`src/rtl/uart_pkg.sv`:
```
// Shared definitions for the Hamming(7,4) UART receive controller.
//   rx_fsm_e         : pairing FSM encoding (low nibble expected / high nibble expected)
//   RX_IDLE          : receiver state value meaning "no frame in flight"
//   hamming74_decode : single-error-correcting decode, returns {corrected, nibble}
package uart_pkg;

   typedef enum logic {
      IDLE_LO = 1'b0,
      WAIT_HI = 1'b1
   } rx_fsm_e;

   localparam logic [1:0] RX_IDLE = 2'b00;

   // Bit map: c[0]=p1 c[1]=p2 c[2]=d1 c[3]=p4 c[4]=d2 c[5]=d3 c[6]=d4.
   // A non-zero syndrome is the 1-based position of the flipped bit.
   function automatic logic [4:0] hamming74_decode(input logic [6:0] cw);
      logic [2:0] syn;
      logic [6:0] fixed;
      syn[0] = cw[0] ^ cw[2] ^ cw[4] ^ cw[6];
      syn[1] = cw[1] ^ cw[2] ^ cw[5] ^ cw[6];
      syn[2] = cw[3] ^ cw[4] ^ cw[5] ^ cw[6];
      fixed  = cw;
      if (syn != 3'd0) begin
         fixed = cw ^ (7'd1 << (syn - 3'd1));
      end
      return {(syn != 3'd0), fixed[6], fixed[5], fixed[4], fixed[2]};
   endfunction

endpackage

```
`src/rtl/uart_rx_ctrl_if.sv`:
```
// Receiver-side and byte-sink-side signals of the UART receive controller.
//   rx_ena/rx_data/rx_valid/rx_state : link to the Hamming(7,4) receiver
//   out_data/out_valid/out_ready     : valid/ready byte stream to the host
// master = controller view, slave = receiver/consumer view.
interface uart_rx_ctrl_if;
   logic       rx_ena;
   logic [6:0] rx_data;
   logic       rx_valid;
   logic [1:0] rx_state;
   logic [7:0] out_data;
   logic       out_valid;
   logic       out_ready;

   modport master (
      output rx_ena, out_data, out_valid,
      input  rx_data, rx_valid, rx_state, out_ready
   );

   modport slave (
      input  rx_ena, out_data, out_valid,
      output rx_data, rx_valid, rx_state, out_ready
   );
endinterface

```
`src/rtl/uart_byte_fifo.sv`:
```
// Synchronous FIFO with registered storage and head.
//   push_i/data_i : write request (accepted when not full, or when full and popping)
//   pop_i         : remove head (ignored when empty)
//   data_o        : current head, valid while empty_o=0
//   full_o/empty_o: occupancy status
module uart_byte_fifo #(
   parameter int unsigned DEPTH = 4,
   parameter int unsigned WIDTH = 8
) (
   input  logic             clk,
   input  logic             rst,
   input  logic             push_i,
   input  logic [WIDTH-1:0] data_i,
   input  logic             pop_i,
   output logic [WIDTH-1:0] data_o,
   output logic             full_o,
   output logic             empty_o
);
   localparam int unsigned AW = $clog2(DEPTH);
   localparam logic [AW:0] DepthCnt = (AW+1)'(DEPTH);

   logic [WIDTH-1:0] mem_q [DEPTH];
   logic [AW-1:0]    wr_ptr_q, wr_ptr_d, rd_ptr_q, rd_ptr_d;
   logic [AW:0]      count_q, count_d;
   logic             wr_en, rd_en;

   assign full_o  = (count_q == DepthCnt);
   assign empty_o = (count_q == '0);
   assign data_o  = mem_q[rd_ptr_q];

   // When full, a simultaneous pop frees the slot the push lands in.
   assign rd_en = pop_i & ~empty_o;
   assign wr_en = push_i & (~full_o | rd_en);

   always_comb begin
      wr_ptr_d = wr_ptr_q;
      rd_ptr_d = rd_ptr_q;
      count_d  = count_q;
      if (wr_en) wr_ptr_d = wr_ptr_q + 1'b1;
      if (rd_en) rd_ptr_d = rd_ptr_q + 1'b1;
      unique case ({wr_en, rd_en})
         2'b10:   count_d = count_q + 1'b1;
         2'b01:   count_d = count_q - 1'b1;
         default: count_d = count_q;
      endcase
   end

   always_ff @(posedge clk or posedge rst) begin
      if (rst) begin
         for (int i = 0; i < int'(DEPTH); i++) mem_q[i] <= '0;
         wr_ptr_q <= '0;
         rd_ptr_q <= '0;
         count_q  <= '0;
      end else begin
         if (wr_en) mem_q[wr_ptr_q] <= data_i;
         wr_ptr_q <= wr_ptr_d;
         rd_ptr_q <= rd_ptr_d;
         count_q  <= count_d;
      end
   end
endmodule

```
`src/rtl/uart_rx_ctrl.sv`:
```
// Sequencing/framing controller for the Hamming(7,4) UART receiver.
// Generates the oversample tick, corrects incoming codewords, pairs nibbles
// (low first) into bytes and queues them for a valid/ready consumer.
//   clk, rst     : clock, asynchronous active-high reset
//   en           : controller enable
//   bus          : receiver link and output byte stream (uart_rx_ctrl_if.master)
//   clr_err      : clear sticky flags and correction counter
//   err_overflow : sticky, byte dropped on full FIFO
//   err_timeout  : sticky, low nibble discarded after timeout
//   corr_cnt     : saturating count of corrected codewords
//   busy         : pairing in progress or receiver not idle
module uart_rx_ctrl
   import uart_pkg::*;
#(
   parameter int unsigned CLKS_PER_SAMPLE = 16,
   parameter int unsigned TIMEOUT_TICKS   = 256,
   parameter int unsigned FIFO_DEPTH      = 4
) (
   input  logic                  clk,
   input  logic                  rst,
   input  logic                  en,
   uart_rx_ctrl_if.master        bus,
   input  logic                  clr_err,
   output logic                  err_overflow,
   output logic                  err_timeout,
   output logic [7:0]            corr_cnt,
   output logic                  busy
);
   localparam int unsigned      TickW    = $clog2(CLKS_PER_SAMPLE);
   localparam int unsigned      ToW      = $clog2(TIMEOUT_TICKS + 1);
   localparam logic [TickW-1:0] TickLast = TickW'(CLKS_PER_SAMPLE - 1);
   localparam logic [ToW-1:0]   ToLast   = ToW'(TIMEOUT_TICKS - 1);

   rx_fsm_e          state_q, state_d;
   logic [TickW-1:0] tick_cnt_q, tick_cnt_d;
   logic             rx_ena_q, rx_ena_d;
   logic [ToW-1:0]   to_cnt_q, to_cnt_d;
   logic [3:0]       low_q, low_d;
   logic             rx_valid_q;
   logic             err_ovf_q, err_ovf_d, err_to_q, err_to_d;
   logic [7:0]       corr_q, corr_d;

   logic       cw_evt, dec_corr, push, to_evt, ovf_evt;
   logic [3:0] dec_nib;
   logic       fifo_full, fifo_empty, pop;

   // Tick generator; the registered tick is gated so en=0 silences it at once.
   always_comb begin
      tick_cnt_d = '0;
      rx_ena_d   = 1'b0;
      if (en) begin
         if (tick_cnt_q == TickLast) begin
            rx_ena_d = 1'b1;
         end else begin
            tick_cnt_d = tick_cnt_q + 1'b1;
         end
      end
   end
   assign bus.rx_ena = rx_ena_q & en;

   assign cw_evt              = en & bus.rx_valid & ~rx_valid_q;
   assign {dec_corr, dec_nib} = hamming74_decode(bus.rx_data);

   always_comb begin
      state_d  = state_q;
      low_d    = low_q;
      to_cnt_d = to_cnt_q;
      push     = 1'b0;
      to_evt   = 1'b0;
      unique case (state_q)
         IDLE_LO: begin
            if (cw_evt) begin
               low_d    = dec_nib;
               to_cnt_d = '0;
               state_d  = WAIT_HI;
            end
         end
         WAIT_HI: begin
            if (!en) begin
               low_d   = '0;
               state_d = IDLE_LO;
            end else if (cw_evt) begin
               push    = 1'b1;
               state_d = IDLE_LO;
            end else if (bus.rx_ena && (bus.rx_state == RX_IDLE)) begin
               // Counter is frozen while a frame is in flight.
               if (to_cnt_q == ToLast) begin
                  to_evt  = 1'b1;
                  low_d   = '0;
                  state_d = IDLE_LO;
               end else begin
                  to_cnt_d = to_cnt_q + 1'b1;
               end
            end
         end
      endcase
   end

   assign pop     = bus.out_valid & bus.out_ready;
   assign ovf_evt = push & fifo_full & ~bus.out_ready;

   // Error events take precedence over a same-cycle clear.
   always_comb begin
      err_ovf_d = ovf_evt | (err_ovf_q & ~clr_err);
      err_to_d  = to_evt | (err_to_q & ~clr_err);
      corr_d    = corr_q;
      if (cw_evt && dec_corr) begin
         if (clr_err)              corr_d = 8'd1;
         else if (corr_q != 8'hFF) corr_d = corr_q + 8'd1;
      end else if (clr_err) begin
         corr_d = 8'd0;
      end
   end

   always_ff @(posedge clk or posedge rst) begin
      if (rst) begin
         state_q    <= IDLE_LO;
         tick_cnt_q <= '0;
         rx_ena_q   <= 1'b0;
         to_cnt_q   <= '0;
         low_q      <= '0;
         rx_valid_q <= 1'b0;
         err_ovf_q  <= 1'b0;
         err_to_q   <= 1'b0;
         corr_q     <= '0;
      end else begin
         state_q    <= state_d;
         tick_cnt_q <= tick_cnt_d;
         rx_ena_q   <= rx_ena_d;
         to_cnt_q   <= to_cnt_d;
         low_q      <= low_d;
         rx_valid_q <= bus.rx_valid;
         err_ovf_q  <= err_ovf_d;
         err_to_q   <= err_to_d;
         corr_q     <= corr_d;
      end
   end

   uart_byte_fifo #(
      .DEPTH (FIFO_DEPTH),
      .WIDTH (8)
   ) u_fifo (
      .clk     (clk),
      .rst     (rst),
      .push_i  (push),
      .data_i  ({dec_nib, low_q}),
      .pop_i   (pop),
      .data_o  (bus.out_data),
      .full_o  (fifo_full),
      .empty_o (fifo_empty)
   );

   assign bus.out_valid = ~fifo_empty;
   assign err_overflow  = err_ovf_q;
   assign err_timeout   = err_to_q;
   assign corr_cnt      = corr_q;
   assign busy          = (state_q == WAIT_HI) | (bus.rx_state != RX_IDLE);
endmodule

```
`src/flat_wrapper.sv`:
```
// flat-port wrapper written by rule: the top's interface ports become plain ports
module uart_rx_ctrl_flat import uart_pkg::*;
#(
   parameter int unsigned CLKS_PER_SAMPLE = 16,
   parameter int unsigned TIMEOUT_TICKS   = 256,
   parameter int unsigned FIFO_DEPTH      = 4
)
  (clk, rst, en, clr_err, err_overflow, err_timeout, corr_cnt, busy, bus_rx_ena, bus_out_data, bus_out_valid, bus_rx_data, bus_rx_valid, bus_rx_state, bus_out_ready);
  uart_rx_ctrl_if bus_i ();
  input  logic clk;
  input  logic rst;
  input  logic en;
  input  logic clr_err;
  output logic err_overflow;
  output logic err_timeout;
  output logic [7:0] corr_cnt;
  output logic busy;
  output wire logic [$bits(bus_i.rx_ena)-1:0] bus_rx_ena;
  output wire logic [$bits(bus_i.out_data)-1:0] bus_out_data;
  output wire logic [$bits(bus_i.out_valid)-1:0] bus_out_valid;
  input wire logic [$bits(bus_i.rx_data)-1:0] bus_rx_data;
  input wire logic [$bits(bus_i.rx_valid)-1:0] bus_rx_valid;
  input wire logic [$bits(bus_i.rx_state)-1:0] bus_rx_state;
  input wire logic [$bits(bus_i.out_ready)-1:0] bus_out_ready;
  assign bus_rx_ena = bus_i.rx_ena;
  assign bus_out_data = bus_i.out_data;
  assign bus_out_valid = bus_i.out_valid;
  assign bus_i.rx_data = bus_rx_data;
  assign bus_i.rx_valid = bus_rx_valid;
  assign bus_i.rx_state = bus_rx_state;
  assign bus_i.out_ready = bus_out_ready;
  uart_rx_ctrl #(.CLKS_PER_SAMPLE(CLKS_PER_SAMPLE), .TIMEOUT_TICKS(TIMEOUT_TICKS), .FIFO_DEPTH(FIFO_DEPTH)) u_core (.clk(clk), .rst(rst), .en(en), .bus(bus_i), .clr_err(clr_err), .err_overflow(err_overflow), .err_timeout(err_timeout), .corr_cnt(corr_cnt), .busy(busy));
endmodule
```
`config.mk`:
```
export PLATFORM = sky130hd
export DESIGN_NAME = uart_rx_ctrl_flat
export DESIGN_NICKNAME = d
export VERILOG_FILES = /design/src/rtl/uart_pkg.sv /design/src/rtl/uart_rx_ctrl_if.sv /design/src/rtl/uart_byte_fifo.sv /design/src/rtl/uart_rx_ctrl.sv /design/src/flat_wrapper.sv
export SDC_FILE = /design/constraint.sdc
export NUM_CORES = 1
export LEC_CHECK = 0
export BUFFER_PORTS_ARGS = -buffer_cell sky130_fd_sc_hd__buf_2
export CORE_AREA = 2 2 82 84
export CTS_BUF_LIST = sky130_fd_sc_hd__clkbuf_8
export DETAILED_ROUTE_END_ITERATION = 10
export DIE_AREA = 0 0 84 86
export GPL_TIMING_DRIVEN = 0
export PLACE_DENSITY = 0.77
export REMOVE_ABC_BUFFERS = 1
export SETUP_SLACK_MARGIN = 0.3
export SKIP_LAST_GASP = 1
export SLEW_MARGIN = 15
export SYNTH_ARGS = -nofsm -noshare
export SYNTH_HDL_FRONTEND = slang
export SYNTH_SLANG_ARGS = --single-unit
```
`constraint.sdc`:
```
create_clock -name clk -period 3.25 [get_ports clk]
set_input_delay 0.1625 -clock clk [delete_from_list [all_inputs] [get_ports clk]]
set_output_delay 0.1625 -clock clk [all_outputs]
set_load 0.05 [all_outputs]
```
# Word level (Yosys, flattened, before mapping)
# Index checks and enable logic that the tools add are counted.
# Widths: inputs -> output; s select.
[op_classes]
shift = 1
bitwise_logic = 32
n_lt_le_gt_ge = 3
multipliers = 0
eq_ne = 14
n_reduce_logical = 13
addsub = 8
div_mod_pow = 0
n_mux = 41
[ops]
columns = ["operator", "count"]
rows = [
  ["$mux 8", 7],
  ["$mux 9", 5],
  ["$bwmux 32", 1],
  ["$mux 4", 7],
  ["$pmux 9 s2", 1],
  ["$bmux 8 s2", 1],
  ["$demux 8 s2", 1],
  ["$mux 1", 14],
  ["$and 1x1->1", 10],
  ["$add 9x1->9 const B", 1],
  ["$eq 9x8->1 const B", 1],
  ["$ne 3x3->1 const B", 3],
  ["$xor 1x1->1", 9],
  ["$add 8x1->8 const B", 1],
  ["$ne 2x2->1 const B", 4],
  ["$ne 8x8->1 const B", 1],
  ["$pmux 4 s2", 1],
  ["$reduce_bool 2->1", 4],
  ["$mux 7", 1],
  ["$shl 1x3->7 const A", 1],
  ["$xor 7x7->7", 1],
  ["$ge 3x3->1 const B", 2],
  ["$not 1->1", 6],
  ["$not 2->3", 2],
  ["20 further kinds", 27],
]
[totals]
regBits = 69
rom_bits = 0
word_cells = 128
n_memories = 0
ramBits = 0
out_inout_bits = 21
latch_bits = 0

# Logic depth before layout (Yosys ltp)
# Gate-level depths: netlist (run 1).
[logic_depth]
word_depth = 9
depth_mapped = 10

# By module
# A second synthesis (run 1) with hierarchy kept.
[hier_totals]
hier_cells = 315
area_unflattened_um2 = 3636.0
[by_module_without_submodules]
columns = ["mod", "cells_per_inst", "area_per_inst_um2", "instances", "seq_area_each_um2"]
rows = [
  ["uart_rx_ctrl", 199, 1830.5, 1, 750.7],
  ["uart_byte_fifo", 116, 1805.5, 1, 975.9],
]

# Worst setup path before layout (run 1)
# Ideal clock, no wire load.
[synth_timing]
path_type = "register -> register"
start = "register u_core.u_fifo.count_q[1]"
end = "register u_core.u_fifo.count_q[2]"
synth_period_minus_slack_ns = 2.369
arrival_ns = 2.290
slack_ns = 0.881
stages_incl_launch_ff = 11
path_buffers = 1
cell_sequence = "dfrtp_1 or4b_1 and3_1 buf_2 inv_1 ha_1 inv_1 fa_1 xor2_1 nor2_1 xor2_1"
[synth_between]
elab_chain_cells = 8
[synth_lines]
columns = ["element", "line", "source"]
rows = [
  ["start, declared", "uart_byte_fifo.sv:24", "logic [AW:0] count_q, count_d;"],
  ["start signal, assigned", "uart_byte_fifo.sv:58", "count_q <= count_d;"],
  ["$logic_not 3->1", "uart_byte_fifo.sv:28", "assign empty_o = (count_q == '0);"],
  ["$not 1->1", "uart_byte_fifo.sv:32, uart_rx_ctrl.sv:153", ""],
  ["$and 1x1->1", "uart_rx_ctrl.sv:99", "assign pop = bus.out_valid & bus.out_ready;"],
  ["$and 1x1->1", "uart_byte_fifo.sv:32", "assign rd_en = pop_i & ~empty_o;"],
  ["$or 1x1->1", "uart_byte_fifo.sv:33", "assign wr_en = push_i & (~full_o | rd_en);"],
  ["$and 1x1->1", "uart_byte_fifo.sv:33", ""],
  ["$eq 2x1->1 / $eq 2x2->1 (equally long branches)", "uart_byte_fifo.sv:41", "unique case ({wr_en, rd_en})"],
  ["$pmux 3 s2 / $reduce_bool 2->1 (equally long branches)", "n/a", ""],
]
# Several ways; a longest one is shown, not always the timed one.
# A chain may end at the register's enable or synchronous reset.

# Worst setup path in the final report (run 1)
# Ends and elaborated chain as after synthesis.

==> results.sh, run 1 <==
export IMPL_ys_flop_type="dfrtp_1"
export IMPL_core_um2=6277
export IMPL_row_count=29
export IMPL_syn_area_um2=3353
export IMPL_finalCritPeriodShare_pct=77.18
export IMPL_crit_type="reg -> reg"
export IMPL_grt_pass1_vias=2437
export IMPL_switching_share_pct=34.16
export IMPL_p_comb_share_pct=26.3
export IMPL_setup_viol=0
export IMPL_hold_viol=0
export IMPL_setup_tns_final_ns=0
export IMPL_cellInternalPower_mw=1.696
export IMPL_r2r_start="u_core.u_fifo.count_q[1]$_DFFE_PP0P_"
export IMPL_rsz0062_at_grt="no"
export IMPL_drtIter0Drc=71
export IMPL_ys_types=43
export IMPL_tightest_slew_ns=0.6038
export IMPL_post_cts_buffers=0
export IMPL_yosysMostFrequentCell="dfrtp_1"
export IMPL_cap_violations=0
export IMPL_drtAntennaViolNets=0
export IMPL_maxSlewHeadroom_pct=59.74
export IMPL_grt_pass1_wl_um=11070
export IMPL_end_kind="flip-flop"
export IMPL_numPortBuffers=35
export IMPL_root_buffer="clkbuf_8"
export IMPL_grt_ovfl_total=0
export IMPL_syn_to_final_growth_pct=14.37
export IMPL_ys_ff_latch=69
export IMPL_holdCritPathClass="in -> reg"
export IMPL_arrival_ns=2.78
export IMPL_clockBufferDepth=2
export IMPL_p_seq_share_pct=45.6
export IMPL_fin_skew_ns=0.01023
export IMPL_clock_fmax_mhz=398.7
export IMPL_outcome="complete, no violations"
export IMPL_cpPeakStageDelay_ns=0.57
export IMPL_r2r_cells=9
export IMPL_grt_max_degree=53
export IMPL_clk_pin_slew_worst_paths_ns=0.08
export IMPL_crit_path_start_kind="flip-flop"
export IMPL_cts_repair_resized=0
export IMPL_vias=2318
export IMPL_rrSetupSlack_ns=0.74
export IMPL_cts_tree="yes"
export IMPL_dpl_cell_area_um2=3605
export IMPL_finalWorstSetupSlack_ns=0.7416
export IMPL_fin_crit_ns=2.508
export IMPL_power_density_nw_per_um2=671.7
export IMPL_ir_drop_mv=0.5287
export IMPL_cpMaxStageDelayCell="or4b_1"
export IMPL_gp_congestion=0.7949
export IMPL_synthTopCellsByCount="dfrtp_1, nand2_1, o21ai_0"
export IMPL_synth_cells=299
export IMPL_synth_edf_count=0
export IMPL_fillerInstances=500
export IMPL_grt_use_total_pct=19.62
export IMPL_postCtsHoldBufs=2
export IMPL_first_pass_iters=5
export IMPL_cts_buffers=9
export IMPL_clock_sinks=69
export IMPL_ys_top_cells_by_area="dfrtp_1, mux2_2, mux4_2"
export IMPL_die_x_um=84
export IMPL_wire_per_inst_um=14.92
export IMPL_drive_above_1_share_pct=23.26
export IMPL_clockPowerShare_pct=28.1
export IMPL_ys_seq_area_share_pct=51.49
export IMPL_diodes=0
export IMPL_yosysWarnings=0
export IMPL_crit_fanout=8
export IMPL_drt_wl_total_um=6283
export IMPL_synth_async_sr_flop_share_pct=100.0
export IMPL_die_area_um2=7224
export IMPL_yosysTopAreaCellShare_pct=51.49
export IMPL_clk_latency_ns=0.34
export IMPL_vias_per_cell=5.506
export IMPL_fin_nets=365
export IMPL_path_delay_family="simple AND/OR/NAND/NOR gates"
export IMPL_drc=0
export IMPL_htreeDepth=3
export IMPL_reg2reg_to="u_core.u_fifo.count_q[2]$_DFFE_PP0P_"
export IMPL_hold_depth=2
export IMPL_min_to="u_core.corr_cnt[2]$_DFFE_PP0P_"
export IMPL_synth_top_area_cell="dfrtp_1"
export IMPL_initial_utilization_pct=53.42
export IMPL_p_leak_nw=1.827
export IMPL_io_pin_count=36
export IMPL_place_ws_ns=0.7459
export IMPL_fp_dieH_um=86
export IMPL_hp_start="clr_err"
export IMPL_worstPathRequired_ns=3.52
export IMPL_dp_hpwl_um=4467
export IMPL_p_switching_mw=0.8800
export IMPL_final_max_slew_viol_count=0
export IMPL_avgSynthCellArea_um2=11.21
export IMPL_critPathBufInv=2
export IMPL_fin_area_um2=3835
export IMPL_cp_cell_sequence="or4b_1 -> and3_1 -> inv_1 -> ha_1 -> inv_1 -> fa_1 -> xor2_1 -> nor2_1 -> xor2_1"
export IMPL_antenna_found_initial=0
-- cells in the final DEF (no fill, tap or decap), types with 8 or more instances in the layout --
cell / instances
o21ai_0: 28
ha_1: 10
xnor2_1: 13
nand3_1: 8
nand2_1: 36
inv_1: 17
mux2_2: 16
clkbuf_8: 11
xor2_1: 11
nor2_1: 15
buf_2: 35
mux4_2: 8
dfrtp_1: 69
-- final cells by class --
type                    instances  area, um2  share of cell area, %
clock buffers                  11      151.4                  3.948
well taps                      77      96.34                  2.512
multi-input cells             204       1513                  39.45
clock inverters                 5      58.81                  1.533
flip-flops and latches         69       1727                  45.02
inverters                      17      66.31                  1.729
repair buffers                 38      222.7                  5.808
-- worst max-delay path by stage --
stage / start / to / cells after the start
2_1_floorplan: u_core.u_fifo.count_q[1]$_DFFE_PP0P_ / u_core.u_fifo.count_q[2]$_DFFE_PP0P_ / 9
3_3_place_gp: rst / u_core.u_fifo.mem_q[21]$_DFFE_PP0P_ / 2
3_5_place_dp: u_core.u_fifo.count_q[1]$_DFFE_PP0P_ / u_core.u_fifo.count_q[2]$_DFFE_PP0P_ / 9
4_1_cts: u_core.u_fifo.count_q[1]$_DFFE_PP0P_ / u_core.u_fifo.count_q[2]$_DFFE_PP0P_ / 9
5_1_grt: u_core.to_cnt_q[0]$_DFFE_PP0P_ / u_core.to_cnt_q[5]$_DFFE_PP0P_ / 8
6_report: u_core.u_fifo.count_q[1]$_DFFE_PP0P_ / u_core.u_fifo.count_q[2]$_DFFE_PP0P_ / 9
-- worst register-to-register path, stage by stage, from the launching register on --
cell,delay [ns]
dfrtp_1,0.41
or4b_1,0.57
and3_1,0.29
inv_1,0.09
ha_1,0.18
inv_1,0.07
fa_1,0.43
xor2_1,0.15
nor2_1,0.11
xor2_1,0.15
-- power groups by stage --
stage / Combinational [mW] / Sequential (mW) / Clock (mW)
after detailed placement: 0.682 / 1.20 / 0
after floorplan: 0.544 / 1.15 / 0
after CTS: 0.688 / 1.18 / 0.738
final: 0.677 / 1.18 / 0.724
after global placement: 0.650 / 1.18 / 0
after global routing: 0.748 / 1.20 / 0.783
-- sequential cells by signal, summed over array words and instances, names as in the netlist --
signal and count:
u_core.u_fifo.count_q 3, u_core.rx_ena_q 1, u_core.state_q 1, u_core.u_fifo.wr_ptr_q 2, u_core.corr_cnt 8, u_core.u_fifo.mem_q 32
u_core.tick_cnt_q 4, u_core.low_q 4, u_core.to_cnt_q 9, u_core.err_timeout 1, u_core.rx_valid_q 1, u_core.err_overflow 1
u_core.u_fifo.rd_ptr_q 2
-- metal layers --
metal | vias up | track usage (%) | wire (um)
li1 | 1120 | - | -
met1 | 1142 | 22.44 | 2595
met2 | 54 | 35.64 | 3299
met3 | 2 | 6.545 | 355
met4 | 0 | 4.839 | 31
met5 | - | 0 | 0
-- logic make-up (layout without fill, tap and decap cells) --
group,Yosys count,in the layout,share of synthesized area (%)
buffers and inverters,26,71,3.395
XOR/XNOR,26,26,7.239
adder cells (fa/ha/maj),11,11,4.328
AND/OR/NAND/NOR,92,92,13.62
multiplexers,25,25,11.04
AO/OA/AOI/OAI,50,50,8.880
flip-flops,69,69,51.49
-- metrics by stage --
stage	util (%)	instances	hold WS [ns]	power (mW)
after floorplan	-	290	0.1939	1.693
after global placement	56.95	402	0.2969	1.831
final	61.09	421	0.1062	2.576
after detailed placement	57.42	403	0.1232	1.879
after CTS	61.09	421	0.09281	2.608
after global routing	61.09	421	0.1117	2.734
Power figures use the tool's default switching activity.
==> run 2, diff against run 1 <==
- ABC_AREA: default -> 1
- CORE_AREA: 2 2 82 84 -> 2 2 85 87
- DIE_AREA: 0 0 84 86 -> 0 0 87 89
- PLACE_DENSITY: 0.77 -> 0.81
- clock period: 3.25 -> 2.1 ns (I/O delays scaled with it)
==> results.sh, run 2 <==
export IMPL_numPortBuffers=35
export IMPL_vias=3339
export IMPL_hold_viol=0
export IMPL_initial_utilization_pct=54.58
export IMPL_largest_reg_flops=32
export IMPL_worstPathRequired_ns=2.32
export IMPL_fp_dieH_um=89
export IMPL_post_route_util_pct=66.76
export IMPL_p_leak_nw=2.411
export IMPL_first_pass_iters=5
export IMPL_dpl_cell_area_um2=3953
export IMPL_syn_to_final_growth_pct=22.31
export IMPL_row_count=30
export IMPL_grt_use_total_pct=23.22
export IMPL_clockBufferDepth=2
export IMPL_syn_area_um2=3667
export IMPL_place_ws_ns=-0.2309
export IMPL_crit_fanout=2
export IMPL_grt_max_degree=62
export IMPL_yosysTopAreaCellShare_pct=47.08
export IMPL_largest_register="u_core.u_fifo.mem_q"
export IMPL_hp_start="en"
export IMPL_fin_nets=552
export IMPL_clock_sinks=69
export IMPL_end_kind="flip-flop"
export IMPL_arrival_ns=2.10
export IMPL_path_delay_family="simple AND/OR/NAND/NOR gates"
export IMPL_cp_cell_sequence="nor2_4 -> nand2_2 -> nand2_4 -> nand3_4 -> nand3_4 -> ha_4 -> inv_4 -> fa_2 -> a21oi_2 -> o21ai_1 -> xor2_1"
export IMPL_crit_path_start_kind="flip-flop"
export IMPL_fin_area_um2=4486
export IMPL_instances_no_fill=611
export IMPL_cpMaxStageDelayCell="dfrtp_1"
export IMPL_ys_ff_latch=69
export IMPL_cpPeakStageDelay_ns=0.42
export IMPL_yosysWarnings=0
export IMPL_drc=0
export IMPL_htreeDepth=3
export IMPL_synth_top_area_cell="dfrtp_1"
export IMPL_reg2reg_to="u_core.u_fifo.count_q[2]$_DFFE_PP0P_"
export IMPL_crit_type="reg -> reg"
export IMPL_tightest_slew_ns=0.5969
export IMPL_ys_seq_area_share_pct=47.08
export IMPL_final_cell_mix="nand2_1, dfrtp_1, inv_1"
export IMPL_final_max_slew_viol_count=0
export IMPL_grt_ovfl_total=0
export IMPL_maxSlewHeadroom_pct=60.06
export IMPL_path_common_cell="nand3_4"
export IMPL_antenna_found_initial=0
export IMPL_core_um2=6719
export IMPL_fillerInstances=513
export IMPL_critPathBufInv=1
export IMPL_fin_crit_ns=1.877
export IMPL_synth_cells=462
export IMPL_rsz0062_at_grt="yes"
export IMPL_ys_top_cells_by_area="dfrtp_1, nand2_1, o21ai_0"
export IMPL_r2r_cells=11
export IMPL_synth_edf_count=0
export IMPL_diodes=0
export IMPL_dp_hpwl_um=5422
export IMPL_drive_above_1_share_pct=22.03
export IMPL_io_pin_count=36
export IMPL_ys_flop_type="dfrtp_1"
export IMPL_rrSetupSlack_ns=0.22
export IMPL_p_total_mw=4.763
export IMPL_fin_skew_ns=0.01275
export IMPL_cap_violations=0
export IMPL_mostFrequentLayoutCell="nand2_1"
export IMPL_clock_fmax_mhz=532.8
export IMPL_yosysMostFrequentCell="nand2_1"
export IMPL_clk_latency_ns=0.34
export IMPL_die_x_um=87
export IMPL_setup_tns_final_ns=0
export IMPL_hold_slack_ns=0.04870
export IMPL_finalWorstSetupSlack_ns=0.2232
export IMPL_synth_async_sr_flop_share_pct=100.0
export IMPL_vias_per_cell=5.465
export IMPL_drtAntennaViolNets=0
export IMPL_drt_wl_total_um=8449
export IMPL_power_density_nw_per_um2=1062
export IMPL_hold_depth=3
export IMPL_ir_drop_mv=0.5286
export IMPL_dp_cells=573
export IMPL_wire_per_inst_um=13.83
export IMPL_setup_viol=0
export IMPL_clk_pin_slew_worst_paths_ns=0.08
export IMPL_worst_path_stages=11
export IMPL_finalCritPeriodShare_pct=89.37
export IMPL_die_area_um2=7743
export IMPL_grt_pass1_vias=3063
export IMPL_cts_buffers=9
export IMPL_outcome="complete, no violations"
export IMPL_drtIter0Drc=260
export IMPL_synthTopCellsByCount="nand2_1, dfrtp_1, inv_1"
export IMPL_ys_types=31
export IMPL_root_buffer="clkbuf_8"
export IMPL_gp_congestion=0.8713
export IMPL_grt_pass1_wl_um=14100
export IMPL_cts_tree="yes"
export IMPL_avgSynthCellArea_um2=7.938
export IMPL_min_to="u_core.tick_cnt_q[1]$_DFF_PP0_"
export IMPL_r2r_start="u_core.u_fifo.count_q[0]$_DFFE_PP0P_"
export IMPL_holdCritPathClass="in -> reg"
## run 2: cell types whose count changed after synthesis, sizes merged, moves of 5 or more
cell and delta:
mux4 -8, xnor2 -9, and2 -5, inv +35, nand2 +134, and3 -5, xor2 -5, o22ai +11
nor2 +29, mux2 -16, nand3 +26
## run 2: power breakdown
part / leakage [nW] / switching (mW) / internal [mW]
registers: 0.927 / 0.210 / 1.56
clock network: 0.107 / 0.531 / 0.591
logic: 1.38 / 1.23 / 0.639
total: 2.41 / 1.97 / 2.79
## run 2: cell families after synthesis
| group | share of synthesized area (%) |
|---|---|
| and+or+nand+nor | 31.76 |
| xor gates and xnor gates | 2.866 |
| DFF | 47.08 |
| AOI/OAI and AO/OA | 7.916 |
| adders and majority gates | 3.958 |
| buffers and inverters | 6.414 |
## run 2: layout make-up
| type | count | area [um2] | area share (%) |
|---|---|---|---|
| well taps | 80 | 100.1 | 2.232 |
| flip-flops and latches | 69 | 1728 | 38.52 |
| clock inverters | 6 | 70.07 | 1.562 |
| inverters | 52 | 224.0 | 4.993 |
| repair buffers | 57 | 377.9 | 8.424 |
| multi-input cells | 337 | 1848 | 41.20 |
| clock buffers | 10 | 137.6 | 3.068 |
## run 2: worst register-to-register path, cell delays in order, from the launching register on
cell	delay, ns
dfrtp_1	0.42
nor2_4	0.15
nand2_2	0.09
nand2_4	0.08
nand3_4	0.08
nand3_4	0.09
ha_4	0.14
inv_4	0.03
fa_2	0.34
a21oi_2	0.12
o21ai_1	0.09
xor2_1	0.14
## run 2: per-layer routing
layer	vias to the layer above	global-route usage (%)	wire length, um
li1	1611	-	-
met1	1611	30.02	3657
met2	105	40.04	4254
met3	12	5.078	421
met4	0	5.540	116
met5	-	0	0
## run 2: what timing repair did
item	CTS	global route
setup buffers	13	6
pin swaps	7	5
hold buffers	2	0
endpoints found under the hold margin	70	0
cloned	1	0
endpoints found under the setup margin	23	30
gates resized for setup	22	22
## run 2: worst max path at each step
stage                                         startpoint                              endpoint  slack [ns]
CTS                 u_core.u_fifo.count_q[0]$_DFFE_PP0P_  u_core.u_fifo.count_q[2]$_DFFE_PP0P_        0.22
global placement                                     rst    u_core.u_fifo.mem_q[6]$_DFFE_PP0P_       -0.56
finish              u_core.u_fifo.count_q[0]$_DFFE_PP0P_  u_core.u_fifo.count_q[2]$_DFFE_PP0P_        0.22
global route        u_core.u_fifo.count_q[0]$_DFFE_PP0P_  u_core.u_fifo.count_q[2]$_DFFE_PP0P_        0.12
floorplan           u_core.u_fifo.count_q[1]$_DFFE_PP0P_  u_core.u_fifo.count_q[2]$_DFFE_PP0P_       -0.25
detailed placement  u_core.u_fifo.count_q[1]$_DFFE_PP0P_  u_core.u_fifo.count_q[2]$_DFFE_PP0P_       -0.23
